`src/rtl/vpu_alu_int_mul_pipe_pkg.sv`:
```
// Shared types and constants for the VPU ALU pipelined integer multiplier.
//   LANES_DEF / OPERAND_WIDTH_DEF : default lane count and per-lane width
//   mul_mode_t                    : decoded multiply mode (signedness, product half)
//   MUL_MODE_*                    : 2-bit mode encodings as seen on mode_i
//   decode_mode()                 : maps the 2-bit encoding onto mul_mode_t
package vpu_alu_int_mul_pipe_pkg;

    localparam int unsigned LANES_DEF         = 4;
    localparam int unsigned OPERAND_WIDTH_DEF = 16;

    typedef struct packed {
        logic is_signed;
        logic hi_half;
    } mul_mode_t;

    // Bit 0 selects signed operands, bit 1 selects the high product half.
    localparam logic [1:0] MUL_MODE_U_LO = 2'b00;
    localparam logic [1:0] MUL_MODE_S_LO = 2'b01;
    localparam logic [1:0] MUL_MODE_U_HI = 2'b10;
    localparam logic [1:0] MUL_MODE_S_HI = 2'b11;

    function automatic mul_mode_t decode_mode(input logic [1:0] enc);
        mul_mode_t m;
        m.is_signed = (enc == MUL_MODE_S_LO) || (enc == MUL_MODE_S_HI);
        m.hi_half   = (enc == MUL_MODE_U_HI) || (enc == MUL_MODE_S_HI);
        return m;
    endfunction

endpackage

```
`src/rtl/vpu_alu_mul_lane.sv`:
```
// One multiply lane, purely combinational.
//   a, b : W-bit operands
//   en   : lane enable; a disabled lane yields res=0, ovf=0
//   mode : signed/unsigned operands and low/high product half
//   res  : selected W-bit half of the 2W-bit product
//   ovf  : low-half result does not represent the full product (always 0 in high mode)
module vpu_alu_mul_lane
    import vpu_alu_int_mul_pipe_pkg::*;
#(
    parameter int unsigned W = OPERAND_WIDTH_DEF
) (
    input  logic [W-1:0] a,
    input  logic [W-1:0] b,
    input  logic         en,
    input  mul_mode_t    mode,
    output logic [W-1:0] res,
    output logic         ovf
);

    logic [2*W-1:0] ext_a;
    logic [2*W-1:0] ext_b;
    logic [2*W-1:0] prod;

    always_comb begin
        // Extending to 2W bits first makes the truncated 2W-bit product exact
        // for both signed and unsigned operands.
        ext_a = mode.is_signed ? {{W{a[W-1]}}, a} : {{W{1'b0}}, a};
        ext_b = mode.is_signed ? {{W{b[W-1]}}, b} : {{W{1'b0}}, b};
        prod  = ext_a * ext_b;
        res   = '0;
        ovf   = 1'b0;
        if (en) begin
            if (mode.hi_half) begin
                res = prod[2*W-1:W];
            end else begin
                res = prod[W-1:0];
                if (mode.is_signed) begin
                    ovf = (prod[2*W-1:W] != {W{prod[W-1]}});
                end else begin
                    ovf = |prod[2*W-1:W];
                end
            end
        end
    end

endmodule

```
`src/rtl/vpu_alu_int_mul_pipe.sv`:
```
// Multi-lane pipelined integer multiplier for the VPU ALU.
//   clk, rst_n         : clock, asynchronous active-low reset
//   valid_i / ready_o  : input beat handshake
//   op_0, op_1         : packed operands, lane k at [k*W +: W]
//   lane_en_i, mode_i  : per-lane enable and multiply mode, captured with the beat
//   valid_o / ready_i  : output beat handshake
//   result_o, ovf_o    : packed per-lane results and overflow flags
// Products are formed in front of the stage 0 register and carried through
// PIPE_STAGES register stages, so latency is exactly PIPE_STAGES cycles.
// A single global stall freezes every stage, bubbles included.
module vpu_alu_int_mul_pipe
    import vpu_alu_int_mul_pipe_pkg::*;
#(
    parameter int unsigned LANES         = LANES_DEF,
    parameter int unsigned OPERAND_WIDTH = OPERAND_WIDTH_DEF,
    parameter int unsigned PIPE_STAGES   = 3
) (
    input  logic                           clk,
    input  logic                           rst_n,
    input  logic                           valid_i,
    output logic                           ready_o,
    input  logic [LANES*OPERAND_WIDTH-1:0] op_0,
    input  logic [LANES*OPERAND_WIDTH-1:0] op_1,
    input  logic [LANES-1:0]               lane_en_i,
    input  logic [1:0]                     mode_i,
    output logic                           valid_o,
    input  logic                           ready_i,
    output logic [LANES*OPERAND_WIDTH-1:0] result_o,
    output logic [LANES-1:0]               ovf_o
);

    localparam int unsigned W = OPERAND_WIDTH;

    mul_mode_t              mode;
    logic [LANES*W-1:0]     lane_res;
    logic [LANES-1:0]       lane_ovf;
    logic                   stall;

    logic [PIPE_STAGES-1:0] vld_q;
    logic [LANES*W-1:0]     res_q [PIPE_STAGES];
    logic [LANES-1:0]       ovf_q [PIPE_STAGES];

    assign mode = decode_mode(mode_i);

    for (genvar k = 0; k < LANES; k++) begin : g_lane
        vpu_alu_mul_lane #(
            .W (W)
        ) u_lane (
            .a    (op_0[k*W +: W]),
            .b    (op_1[k*W +: W]),
            .en   (lane_en_i[k]),
            .mode (mode),
            .res  (lane_res[k*W +: W]),
            .ovf  (lane_ovf[k])
        );
    end

    assign valid_o  = vld_q[PIPE_STAGES-1];
    assign result_o = res_q[PIPE_STAGES-1];
    assign ovf_o    = ovf_q[PIPE_STAGES-1];
    assign stall    = valid_o && !ready_i;
    assign ready_o  = !stall;

    always_ff @(posedge clk or negedge rst_n) begin
        if (!rst_n) begin
            vld_q <= '0;
            for (int s = 0; s < int'(PIPE_STAGES); s++) begin
                res_q[s] <= '0;
                ovf_q[s] <= '0;
            end
        end else if (!stall) begin
            // ready_o is high whenever we get here, so valid_i alone means accept.
            vld_q[0] <= valid_i;
            // Data only loads on a real beat; idle operands (possibly X) never enter.
            if (valid_i) begin
                res_q[0] <= lane_res;
                ovf_q[0] <= lane_ovf;
            end
            for (int s = 1; s < int'(PIPE_STAGES); s++) begin
                vld_q[s] <= vld_q[s-1];
                res_q[s] <= res_q[s-1];
                ovf_q[s] <= ovf_q[s-1];
            end
        end
    end

endmodule

```
`config.mk`:
```
export PLATFORM = sky130hd
export DESIGN_NAME = vpu_alu_int_mul_pipe
export DESIGN_NICKNAME = d
export VERILOG_FILES = /design/src/rtl/vpu_alu_int_mul_pipe_pkg.sv /design/src/rtl/vpu_alu_mul_lane.sv /design/src/rtl/vpu_alu_int_mul_pipe.sv
export SDC_FILE = /design/constraint.sdc
export NUM_CORES = 2
export LEC_CHECK = 0
export BUFFER_PORTS_ARGS = -buffer_cell sky130_fd_sc_hd__clkbuf_2
export CORE_MARGIN = 3
export CORE_UTILIZATION = 35
export DETAILED_ROUTE_END_ITERATION = 8
export SLEW_MARGIN = 20
export SYNTH_ARGS = -nofsm -noshare
export SYNTH_HDL_FRONTEND = slang
export SYNTH_SLANG_ARGS = --single-unit
```
`constraint.sdc`:
```
create_clock -name clk -period 2.4 [get_ports clk]
set_input_delay 0.12 -clock clk [delete_from_list [all_inputs] [get_ports clk]]
set_output_delay 0.12 -clock clk [all_outputs]
set_load 0.02 [all_outputs]
```
==> impl_metrics.tcl <==
set metrics [dict create \
    slew_violations 0 \
    synth-seq-cells 207 \
    timing_worst_slew_pin_value_ps 773 \
    synth.top_cell.area_share 0.439 \
    cts.clk_slew.worst_paths_ps 60 \
    drc 0 \
    grt_usage 0.201 \
    clock_tree.htree_level_count 1 \
    postSynth.asyncResetShare 1.00 \
    syn_inst 6578 \
    die_area_um2 179000 \
    via_count_of_the_first_global_routing_pass 53900 \
    synth_area_leaders "sky130_fd_sc_hd__fa_1 44%, sky130_fd_sc_hd__ha_1 11%, sky130_fd_sc_hd__dfrtp_1 8.5%" \
    grt_first_pass_wirelength_um 288000 \
    antenna_violating_nets_post_route 0 \
    critical-path-max-stage-delay_ps 570 \
    failed_checks "negative setup slack" \
    hold_class "in -> async" \
    grt_start_max_net_pins 139 \
    rrSetupSlack_ps 310 \
    max_transition_margin 0.484 \
    synth_fp_nets 8564 \
    ctsLongestPathBuffers 3 \
    numClockSinks 207 \
    syn_area_um2 61000 \
    num_rows 152 \
    drtPass1Iterations 5 \
    final_non_filler_cell_area_um2 77600 \
    placement_stage_cell_area_um2 72300 \
    tritoncts "built" \
    synth-compound-area-share 0.0529 \
    fraction_of_layout_cells_with_a_size_suffix_above_1 0.262 \
    detailroute.via_count 47300 \
    final_setup_vio_count 68 \
    synth_seq_area_share 0.0850 \
    timing.final.hold_violations 0 \
    max_freq_mhz 144 \
    die_x_um 423 \
    count_of_unique_library_cells_instantiated_by_yosys 89 \
    period_minus_slack_ps 6960 \
    placed_cells 9775 \
    fin_nets 9581 \
    synth.largest_area_cell "sky130_fd_sc_hd__fa_1" \
    worstPathArrival_ps 7400 \
    yosys-mux-area-fraction 0.00349 \
    yosysWarnings 0 \
    clock_tree.root_cell "sky130_fd_sc_hd__clkbuf_16" \
    status "finished, violations left" \
    viasPerCell 4.76 \
    critical_path_peak_fanout 4 \
    syn2layout_area_growth_pct 27.3 \
    grt_antenna_before_repair 5 \
    drv_cap 0 \
    io_buffers 207 \
    routed_wl_um 178000 \
    ys.flop_type "sky130_fd_sc_hd__dfrtp_1" \
    design.portCount 208 \
    synth_xor_area_frac 0.0391 \
    critPathKind "in -> reg" \
    critPathLaunchType "primary input" \
    worst_clock_skew_ps 27.7 \
    gr-total-overflow 0 \
    timing.critical_path.mode_cell "sky130_fd_sc_hd__fa_1" \
    preCtsSetupSlack_ps -5220 \
    synth-simple-area-share 0.170 \
    number_of_enable_type_register_cells_in_the_synthesized_netlist 0 \
    required_ps 2840 \
    cts_made_buffers 26 \
    combinational_family_with_the_most_area_after_synthesis "adder cells" \
    grt_setup_unrepaired "true" \
    dp_hpwl_um 154000 \
    global_placement_routability_congestion 0.899 \
    yosys.area_share.adder 0.544 \
    synth.most_common_cell "sky130_fd_sc_hd__fa_1" \
    initial_standard_cell_utilization_of_the_core 0.354 \
    syn-mean-instance-area_um2 9.27 \
    core_region_area_um2 172000 \
    worst_path_max_delay_cell "sky130_fd_sc_hd__or4b_1" \
    die_height_um 423 \
    post_synth_most_frequent_cells "1336 x sky130_fd_sc_hd__fa_1, 1320 x sky130_fd_sc_hd__inv_1, 925 x sky130_fd_sc_hd__nand2_1" \
    final_critical_path_setup_slack_ps -4560 \
    final.period_utilization 2.90 \
    insertion_delay_ps 580 \
    post_drt_wl_per_cell_um 17.9 \
    layoutNonFillerInstCount 9928 \
    detailedRoute.firstIterationViolations 2032 \
    crit_path_end_kind "flop" \
]
## kinds of logic (layout without fill, tap and decap cells)
group           after synthesis  count (layout)
simple gates               2084            2084
fa+ha+maj                  1848            1848
buf+inv                    1644            2681
compound gates              502             502
xor+xnor                    272             272
flops                       207             207
mux                          21              21
other cells                   0               3
## per-stage QoR
stage	TNS (ps)	hold slack, ps	util
6_report	-258570	92.8	0.450
5_1_grt	-270640	119	0.450
4_1_cts	-255220	81.8	0.441
3_5_place_dp	-311610	92.2	0.419
3_3_place_gp	-307520	92.7	0.419
2_1_floorplan	-279650	-176	-
## cells in the final DEF, fill, tap and decap left out, types with 17 or more instances in the layout
cell type | synthesis | final
sky130_fd_sc_hd__fa_1 | 1336 | 1276
sky130_fd_sc_hd__inv_1 | 1320 | 1241
sky130_fd_sc_hd__buf_4 | 68 | 952
sky130_fd_sc_hd__nand2_1 | 925 | 876
sky130_fd_sc_hd__and2_1 | 738 | 709
sky130_fd_sc_hd__ha_1 | 512 | 444
sky130_fd_sc_hd__dfrtp_1 | 207 | 207
sky130_fd_sc_hd__xnor2_1 | 203 | 171
sky130_fd_sc_hd__clkbuf_2 | 1 | 150
sky130_fd_sc_hd__nor2_1 | 141 | 118
sky130_fd_sc_hd__buf_6 | 0 | 94
sky130_fd_sc_hd__and3_1 | 98 | 84
sky130_fd_sc_hd__inv_2 | 0 | 69
sky130_fd_sc_hd__o21ai_1 | 2 | 64
sky130_fd_sc_hd__a21o_1 | 61 | 61
sky130_fd_sc_hd__ha_4 | 0 | 61
sky130_fd_sc_hd__a21oi_1 | 142 | 60
sky130_fd_sc_hd__fa_2 | 0 | 60
sky130_fd_sc_hd__a21oi_2 | 1 | 57
sky130_fd_sc_hd__xor2_1 | 69 | 51
sky130_fd_sc_hd__buf_12 | 0 | 45
sky130_fd_sc_hd__o21ai_0 | 127 | 37
sky130_fd_sc_hd__clkbuf_16 | 0 | 37
sky130_fd_sc_hd__and2_4 | 0 | 29
sky130_fd_sc_hd__nand2_2 | 1 | 26
sky130_fd_sc_hd__a21oi_4 | 0 | 26
sky130_fd_sc_hd__xnor2_2 | 0 | 24
sky130_fd_sc_hd__clkbuf_4 | 0 | 24
sky130_fd_sc_hd__o21ai_2 | 3 | 23
sky130_fd_sc_hd__nand2_4 | 0 | 21
sky130_fd_sc_hd__nor3_1 | 37 | 20
sky130_fd_sc_hd__o21a_1 | 19 | 19
sky130_fd_sc_hd__nor2b_1 | 19 | 17
## cell type report
| type | instances | area [µm²] |
|---|---|---|
| antenna | 3 | 7.51 |
| clock buffer | 34 | 721 |
| clock inverter | 14 | 155 |
| fill | 16500 | 94700 |
| inverter | 1321 | 4990 |
| multi-input combinational | 4727 | 52900 |
| sequential | 207 | 5180 |
| tap | 2310 | 2890 |
| timing repair buffer | 1312 | 10800 |
## critical path: cells and delay by family
kind                       cells  cell delay, ps
AOI/OAI and AO/OA              5             820
xor gates and xnor gates       1             150
buffers and inverters          7             630
and+or+nand+nor                7            1370
adders and majority gates      9            4290
## state kept, by name, summed over array words and instances, names as in the netlist
register / cells
result_o: 64
ovf_q: 8
ovf_o: 4
vld_q: 3
res_q: 128
## layer usage
metal / part of all wire / GRT usage / vias to the layer above
met5: 0 / 0 / -
met4: 0.055 / 0.0929 / 0
met3: 0.034 / 0.0202 / 377
met2: 0.51 / 0.357 / 918
met1: 0.40 / 0.244 / 24200
li1: - / - / 21700
## timing repair
item | 4_1_cts | 5_1_grt
hold buffers | 6 | 0
pin swaps | 280 | 348
setup buffers | 60 | 58
gates resized for setup | 507 | 340
setup endpoints to repair | 69 | 68
gates cloned | 1 | 1
hold endpoints to repair | 216 | 0
## worst paths after layout
check	startpoint	endpoint	cells past startpoint
hold reg to reg	result_o[59]	result_o[59]	2
setup reg to reg	vld_q[2]	ovf_q[8]	8
hold / removal	rst_n	res_q[189]	2
setup / recovery	mode_i[0]	ovf_q[9]	29
max in group asynchronous	rst_n	result_o[9]	3
min in group clk	ready_i	result_o[50]	5
Power is not shown: default switching activity piles up to over one toggle a cycle in this logic, so the estimate is an artifact.
